[src/rtl/neurram_spi_pkg.sv]
// neurram_spi_pkg: state encoding, default geometry and width helpers for the NeurRAM SPI engine
package neurram_spi_pkg;
    typedef enum logic [2:0] {IDLE, LOAD, SHIFT_LO, SHIFT_HI, UNLOAD, DONE} state_t;
    localparam int N_CH_DEF = 2;
    localparam int CHAIN_LEN_DEF = 256;
    localparam int WORD_W_DEF = 32;
    localparam int DIV_W_DEF = 8;
    localparam int FRAME_W_DEF = 8;
    function automatic int cw(input int n);
        return n > 1 ? $clog2(n) : 1;
    endfunction
    function automatic int bpc(input int word_w, input int n_ch);
        return word_w / n_ch;
    endfunction
    function automatic int beats(input int len, input int word_w, input int n_ch);
        return len / (word_w / n_ch);
    endfunction
endpackage

[src/rtl/neurram_spi_if.sv]
// neurram_spi_if: host pipe streams and chip SPI pins; master is the host/chip side, slave the engine
interface neurram_spi_if
    import neurram_spi_pkg::*;
#(
    parameter int N_CH = N_CH_DEF,
    parameter int WORD_W = WORD_W_DEF
);
    logic [WORD_W-1:0] in_data;
    logic in_valid, in_ready;
    logic [WORD_W-1:0] out_data;
    logic out_valid, out_ready;
    logic spi_clk;
    logic [N_CH-1:0] spi_mosi, spi_miso;
    modport master (
        output in_data, in_valid, out_ready, spi_miso,
        input in_ready, out_data, out_valid, spi_clk, spi_mosi
    );
    modport slave (
        input in_data, in_valid, out_ready, spi_miso,
        output in_ready, out_data, out_valid, spi_clk, spi_mosi
    );
endinterface

[src/rtl/neurram_spi_clkgen.sv]
// neurram_spi_clkgen: half-period divider giving rise/fall strobes and the last-period flag of a frame
module neurram_spi_clkgen
    import neurram_spi_pkg::*;
#(
    parameter int DIV_W = DIV_W_DEF,
    parameter int LEN = CHAIN_LEN_DEF
) (
    input  logic clk,
    input  logic rst,
    input  logic en,
    input  logic hi,
    input  logic [DIV_W-1:0] half_div,
    output logic rise,
    output logic fall,
    output logic last
);
    localparam int BIT_W = cw(LEN);
    logic [DIV_W-1:0] cnt;
    logic [BIT_W-1:0] bits;
    logic tick;
    assign tick = en && cnt == half_div;
    assign rise = tick && !hi;
    assign fall = tick && hi;
    assign last = bits == BIT_W'(LEN - 1);
    always_ff @(posedge clk or posedge rst)
        if (rst) begin
            cnt <= '0;
            bits <= '0;
        end else if (!en) begin
            cnt <= '0;
            bits <= '0;
        end else begin
            cnt <= tick ? '0 : cnt + DIV_W'(1);
            if (fall) bits <= last ? '0 : bits + BIT_W'(1);
        end
endmodule

[src/rtl/neurram_spi_engine.sv]
// neurram_spi_engine: multi-channel scan-chain shift engine between host pipe streams and SPI pins
module neurram_spi_engine
    import neurram_spi_pkg::*;
#(
    parameter int N_CH = N_CH_DEF,
    parameter int CHAIN_LEN = CHAIN_LEN_DEF,
    parameter int WORD_W = WORD_W_DEF,
    parameter int DIV_W = DIV_W_DEF,
    parameter int FRAME_W = FRAME_W_DEF
) (
    input  logic clk,
    input  logic rst,
    input  logic start,
    input  logic abort,
    input  logic cfg_wr,
    input  logic cfg_rd,
    input  logic [FRAME_W-1:0] cfg_frames,
    input  logic [DIV_W-1:0] cfg_half_div,
    output logic busy,
    output logic done,
    output logic [FRAME_W-1:0] frame_cnt,
    neurram_spi_if.slave bus
);
    localparam int BPC = bpc(WORD_W, N_CH);
    localparam int BEATS = beats(CHAIN_LEN, WORD_W, N_CH);
    localparam int BEAT_W = cw(BEATS);
    state_t state, nxt, frame_nxt;
    logic wr_q, rd_q;
    logic [FRAME_W-1:0] frames_q;
    logic [DIV_W-1:0] div_q;
    logic [BEAT_W-1:0] beat;
    logic [CHAIN_LEN-1:0] tx [N_CH];
    logic [CHAIN_LEN-1:0] rx [N_CH];
    logic [BPC-1:0] in_sl [N_CH];
    logic rise, fall, last, beat_last, in_fire, out_fire, frame_end;
    neurram_spi_clkgen #(.DIV_W(DIV_W), .LEN(CHAIN_LEN)) u_clkgen (
        .clk,
        .rst,
        .en(state == SHIFT_LO || state == SHIFT_HI),
        .hi(state == SHIFT_HI),
        .half_div(div_q),
        .rise,
        .fall,
        .last
    );
    assign busy = state != IDLE;
    assign done = state == DONE;
    assign bus.in_ready = state == LOAD;
    assign bus.out_valid = state == UNLOAD;
    assign bus.spi_clk = state == SHIFT_HI;
    assign beat_last = beat == BEAT_W'(BEATS - 1);
    assign in_fire = bus.in_valid && bus.in_ready;
    assign out_fire = bus.out_valid && bus.out_ready;
    assign frame_end = (fall && last && !rd_q) || (out_fire && beat_last);
    assign frame_nxt = frame_cnt + FRAME_W'(1) == frames_q ? DONE : wr_q ? LOAD : SHIFT_LO;
    // chains are filled and drained a beat at a time from the bottom slice, so no beat indexing is needed
    for (genvar c = 0; c < N_CH; c++) begin : g_ch
        assign bus.spi_mosi[c] = tx[c][0];
        for (genvar k = 0; k < BPC; k++) begin : g_bit
            assign in_sl[c][k] = bus.in_data[k*N_CH+c];
            assign bus.out_data[k*N_CH+c] = rx[c][k];
        end
    end
    always_comb begin
        nxt = state;
        case (state)
            IDLE:     nxt = start ? (cfg_wr ? LOAD : SHIFT_LO) : IDLE;
            LOAD:     nxt = in_fire && beat_last ? SHIFT_LO : LOAD;
            SHIFT_LO: nxt = rise ? SHIFT_HI : SHIFT_LO;
            SHIFT_HI: nxt = !fall ? SHIFT_HI : !last ? SHIFT_LO : rd_q ? UNLOAD : frame_nxt;
            UNLOAD:   nxt = out_fire && beat_last ? frame_nxt : UNLOAD;
            DONE:     nxt = IDLE;
            default:  nxt = IDLE;
        endcase
        if (abort) nxt = IDLE;
    end
    always_ff @(posedge clk or posedge rst)
        if (rst) begin
            state <= IDLE;
            wr_q <= 1'b0;
            rd_q <= 1'b0;
            frames_q <= '0;
            div_q <= '0;
            beat <= '0;
            frame_cnt <= '0;
        end else begin
            state <= nxt;
            beat <= (in_fire || out_fire) ? (beat_last ? '0 : beat + BEAT_W'(1))
                  : (bus.in_ready || bus.out_valid) ? beat : '0;
            if (state == IDLE && start && !abort) begin
                wr_q <= cfg_wr;
                rd_q <= cfg_rd;
                frames_q <= cfg_frames == '0 ? FRAME_W'(1) : cfg_frames;
                div_q <= cfg_half_div;
                frame_cnt <= '0;
            end else if (frame_end && !abort) frame_cnt <= frame_cnt + FRAME_W'(1);
        end
    // unload rotates rx by a beat, so a fully drained chain is back in its captured order
    always_ff @(posedge clk or posedge rst)
        if (rst) begin
            for (int c = 0; c < N_CH; c++) begin
                tx[c] <= '0;
                rx[c] <= '0;
            end
        end else begin
            for (int c = 0; c < N_CH; c++) begin
                if (in_fire) tx[c] <= {in_sl[c], tx[c][CHAIN_LEN-1:BPC]};
                else if (fall) tx[c] <= tx[c] >> 1;
                if (rise) rx[c] <= {bus.spi_miso[c], rx[c][CHAIN_LEN-1:1]};
                else if (out_fire) rx[c] <= {rx[c][BPC-1:0], rx[c][CHAIN_LEN-1:BPC]};
            end
        end
endmodule

[src/flat_wrapper.sv]
// flat-port wrapper written by rule: the top's interface ports become plain ports
module neurram_spi_engine_flat import neurram_spi_pkg::*;
#(
    parameter int N_CH = N_CH_DEF,
    parameter int CHAIN_LEN = CHAIN_LEN_DEF,
    parameter int WORD_W = WORD_W_DEF,
    parameter int DIV_W = DIV_W_DEF,
    parameter int FRAME_W = FRAME_W_DEF
)
  (clk, rst, start, abort, cfg_wr, cfg_rd, cfg_frames, cfg_half_div, busy, done, frame_cnt, bus_in_data, bus_in_valid, bus_out_ready, bus_spi_miso, bus_in_ready, bus_out_data, bus_out_valid, bus_spi_clk, bus_spi_mosi);
  neurram_spi_if #(.N_CH(N_CH), .WORD_W(WORD_W)) bus_i ();
  input  logic clk;
  input  logic rst;
  input  logic start;
  input  logic abort;
  input  logic cfg_wr;
  input  logic cfg_rd;
  input  logic [FRAME_W-1:0] cfg_frames;
  input  logic [DIV_W-1:0] cfg_half_div;
  output logic busy;
  output logic done;
  output logic [FRAME_W-1:0] frame_cnt;
  input wire logic [$bits(bus_i.in_data)-1:0] bus_in_data;
  input wire logic [$bits(bus_i.in_valid)-1:0] bus_in_valid;
  input wire logic [$bits(bus_i.out_ready)-1:0] bus_out_ready;
  input wire logic [$bits(bus_i.spi_miso)-1:0] bus_spi_miso;
  output wire logic [$bits(bus_i.in_ready)-1:0] bus_in_ready;
  output wire logic [$bits(bus_i.out_data)-1:0] bus_out_data;
  output wire logic [$bits(bus_i.out_valid)-1:0] bus_out_valid;
  output wire logic [$bits(bus_i.spi_clk)-1:0] bus_spi_clk;
  output wire logic [$bits(bus_i.spi_mosi)-1:0] bus_spi_mosi;
  assign bus_i.in_data = bus_in_data;
  assign bus_i.in_valid = bus_in_valid;
  assign bus_i.out_ready = bus_out_ready;
  assign bus_i.spi_miso = bus_spi_miso;
  assign bus_in_ready = bus_i.in_ready;
  assign bus_out_data = bus_i.out_data;
  assign bus_out_valid = bus_i.out_valid;
  assign bus_spi_clk = bus_i.spi_clk;
  assign bus_spi_mosi = bus_i.spi_mosi;
  neurram_spi_engine #(.N_CH(N_CH), .CHAIN_LEN(CHAIN_LEN), .WORD_W(WORD_W), .DIV_W(DIV_W), .FRAME_W(FRAME_W)) u_core (.clk(clk), .rst(rst), .start(start), .abort(abort), .cfg_wr(cfg_wr), .cfg_rd(cfg_rd), .cfg_frames(cfg_frames), .cfg_half_div(cfg_half_div), .busy(busy), .done(done), .frame_cnt(frame_cnt), .bus(bus_i));
endmodule
[config.mk]
export PLATFORM = sky130hd
export DESIGN_NAME = neurram_spi_engine_flat
export DESIGN_NICKNAME = d
export VERILOG_FILES = /design/src/rtl/neurram_spi_pkg.sv /design/src/rtl/neurram_spi_if.sv /design/src/rtl/neurram_spi_clkgen.sv /design/src/rtl/neurram_spi_engine.sv /design/src/flat_wrapper.sv
export SDC_FILE = /design/constraint.sdc
export NUM_CORES = 2
export LEC_CHECK = 0
export CAP_MARGIN = 20
export CORE_UTILIZATION = 53
export CTS_BUF_LIST = sky130_fd_sc_hd__clkbuf_16
export DETAILED_ROUTE_END_ITERATION = 8
export PLACE_DENSITY = 0.7
export SYNTH_ARGS = -nofsm -noshare
export SYNTH_HDL_FRONTEND = slang
export SYNTH_SLANG_ARGS = --single-unit
[constraint.sdc]
create_clock -name clk -period 47.3 [get_ports clk]
set_input_delay 7.095 -clock clk [delete_from_list [all_inputs] [get_ports clk]]
set_output_delay 7.095 -clock clk [all_outputs]
set_load 0.01 [all_outputs]
==> impl_metrics.json <==
{
  "critPathLaunchType": "primary input",
  "synth_seq_cells": 1073,
  "fin_skew_ns": 0.0302,
  "netlist-cell-type-count": 50,
  "min_period_ns": 10.85,
  "worstPathArrival_ns": 11.44,
  "ant_nets": 0,
  "relSlewSlack_pct": 18.2,
  "cp_cell_sequence": "clkdlybuf4s50_1 -> nand4bb_4 -> buf_4 -> buf_4 -> buf_4 -> buf_4 -> buf_16 -> nor2_1 -> a31oi_1",
  "start_util_pct": 53.7,
  "hold_slack_ns": 0.518,
  "rows": 110,
  "grt_max_degree": 273,
  "placed_cell_area_mm2": 0.0492,
  "fin_nets": 5728,
  "crit_top_cell": "buf_4",
  "setup_violations": 0,
  "slowest_stage": "buf_4",
  "first_pass_iters": 6,
  "path_max_fanout": 111,
  "yosys.area.top_type": "dfrtp_1",
  "worst_pin_slew_ns": 1.23,
  "hpwl_um": 60500,
  "vias_per_cell": 5.64,
  "grt_first_pass_wirelength_um": 182000,
  "cts.repair.resized": 0,
  "syn_to_final_growth_pct": 9.40,
  "drive_gt1_share_pct": 4.03,
  "dp.cells": 6715,
  "required_ns": 47.89,
  "die_w_um": 304,
  "drt_iter0_drc": 4082,
  "synth_top_area_share_pct": 55.4,
  "netlist_top_cells_area": "dfrtp_1, nand2_1, a31oi_1",
  "cts_tree": "yes",
  "ios": 105,
  "ys_seq_area_share_pct": 55.4,
  "leakage_nw": 22.3,
  "place.port_buffers": 104,
  "finalMaxSlewViolations": 0,
  "postCtsSetupRepairBufs": 0,
  "fmax_mhz": 92.1,
  "status": "finished, final reports clean",
  "clockBufferDepth": 3,
  "syn_inst": 5886,
  "remaining_drc_errors": 0,
  "design_area_mm2": 0.0530,
  "synth_warnings": 0,
  "yosys_most_used_dff": "dfrtp_1",
  "cts-htree-levels": 3,
  "globalplace.congestion": 0.777,
  "multiInputGateArea_mm2": 0.0194,
  "pre_cts_ws_ns": 35.00,
  "endpoint_kind": "flop",
  "critPathKind": "primary input to flop",
  "die-area_mm2": 0.0926,
  "wl_um": 107000,
  "seq_area_mm2": 0.0269,
  "overflow": 0,
  "fin_crit_sh_pct": 22.9,
  "clock_latency_ns": 0.70,
  "layout_setup_ws_ns": 36.45,
  "fill_cells": 7989,
  "fp.dieH_um": 304,
  "grt_use_total_pct": 22.9,
  "antenna_found_initial": 5,
  "hold_violations": 0,
  "syn_area_mm2": 0.0485,
  "cts_buffers": 115,
  "rsz0062_at_grt": "no",
  "hp-class": "flop to flop",
  "num_vias": 39200,
  "synth_edf_count": 0,
  "clk_pin_slew_ns": 0.06,
  "routedWlPerCell_um": 15.4,
  "cts_sinks": 1073,
  "async_flop_share_pct": 100,
  "cts-hold-fix-buffers": 0,
  "power.total_mw": 2.13,
  "critPathMaxStageDelay_ns": 0.81,
  "synth_area_per_cell_um2": 8.23,
  "cts-root-buf": "clkbuf_16",
  "tns_ns": 0,
  "synth_nets": 5948,
  "power.density_mw_per_mm2": 40.1,
  "coreArea_mm2": 0.0903,
  "final_cells": 6940,
  "max-vdd-ir-drop_mv": 0.0316,
  "grt_pass1_vias": 36500,
  "fin_util_pct": 58.7,
  "cap_violations": 0
}
-- routing by layer --
| layer | share of wire (%) | up-vias | track usage (%) |
|---|---|---|---|
| met4 | 1.8 | 4 | 5.25 |
| met2 | 44 | 599 | 33.8 |
| met3 | 4.6 | 141 | 3.80 |
| met1 | 49 | 19200 | 35.2 |
| met5 | 0.016 | - | 0 |
| li1 | - | 19200 | - |
-- Yosys cell counts, drive strengths merged (4+ instances only) --
cell type,count
and4,4
nand4,7
a2bb2oi,4
o21ai,15
and2,5
nand3,15
and3,6
mux2,15
nand2b,7
buf,225
xor2,10
xnor2,13
nor2,1050
a31oi,1025
nor2b,4
a21oi,15
or2,4
inv,11
clkbuf,270
ha,4
nor3,5
dfrtp,1073
nor4,4
nand2,2063
-- worst paths after layout --
check,depth (start not counted),end,slack [ns],from
setup / recovery,9,u_core.tx[416],36.45,bus_in_valid
hold / removal,1,u_core.u_clkgen.bits[5],0.52,u_core.u_clkgen.bits[5]
setup reg to reg,8,u_core.tx[416],42.72,u_core.state[2]
hold reg to reg,1,u_core.u_clkgen.bits[5],0.52,u_core.u_clkgen.bits[5]
max in group asynchronous,4,u_core.tx[221],37.96,rst
min in group asynchronous,2,u_core.tx[497],6.97,rst
-- cells by family after synthesis --
| group | count (synthesis) | share of synthesized area (%) |
|---|---|---|
| simple gates | 3182 | 25.0 |
| buf+inv | 506 | 4.66 |
| flops | 1073 | 55.4 |
| fa+ha+maj | 4 | 0.103 |
| mux | 16 | 0.369 |
| compound gates | 1082 | 14.0 |
| xor+xnor | 23 | 0.416 |
-- sequential cells by signal, summed over array words and instances, names as in the netlist --
register	cells
u_core.u_clkgen.cnt	8
u_core.rd_q	1
u_core.div_q	8
u_core.u_clkgen.bits	8
u_core.state	3
u_core.rx	480
u_core.frame_cnt	8
u_core.frames_q	8
u_core.beat	4
u_core.bus.out_data	32
u_core.wr_q	1
u_core.bus.spi_mosi	2
u_core.tx	510
-- power breakdown --
group	total [mW]	switching, mW	internal, mW
logic	0.168	0.0890	0.0788
registers	1.11	0.0905	1.02
clock network	0.844	0.370	0.475
total	2.13	0.549	1.58
-- placed cells by master (no fill, tap or decap), types with 4 or more instances in the layout --
cell / synthesis / final
ha_1: 4 / 4
nor4_1: 4 / 4
buf_16: 0 / 8
clkinv_1: 0 / 29
a21oi_1: 15 / 15
nand2b_1: 7 / 7
xnor2_1: 13 / 13
dfrtp_1: 1073 / 1073
o21ai_0: 15 / 15
buf_4: 38 / 37
clkinv_2: 0 / 22
nand3_1: 15 / 14
bufinv_16: 0 / 6
a2bb2oi_1: 4 / 4
and2_1: 5 / 5
and4_1: 4 / 4
xor2_1: 10 / 10
buf_12: 0 / 8
clkdlybuf4s50_1: 0 / 104
or2_2: 4 / 4
nor2_1: 1050 / 1050
nand4_1: 7 / 7
clkbuf_16: 0 / 116
inv_1: 11 / 42
and3_1: 6 / 5
mux2_2: 15 / 15
nor2b_1: 4 / 4
nor3_1: 4 / 4
a31oi_1: 1025 / 1025
nand2_1: 2063 / 2062
-- critical path: cells and delay by family --
kind | cells | cell delay (ns)
buffers and inverters | 6 | 3.39
and+or+nand+nor | 2 | 0.66
AOI/OAI and AO/OA | 1 | 0.18
-- cell type report --
| type | count | share of cell area, % |
|---|---|---|
| Antenna cell | 2 | 0.00944 |
| Clock buffer | 116 | 5.48 |
| Clock inverter | 97 | 1.15 |
| Inverter | 11 | 0.0921 |
| Multi-Input combinational cell | 4307 | 36.6 |
| Sequential cell | 1073 | 50.7 |
| Tap cell | 1176 | 2.78 |
| Timing Repair Buffer | 158 | 3.22 |
Power figures use the tool's default switching activity.
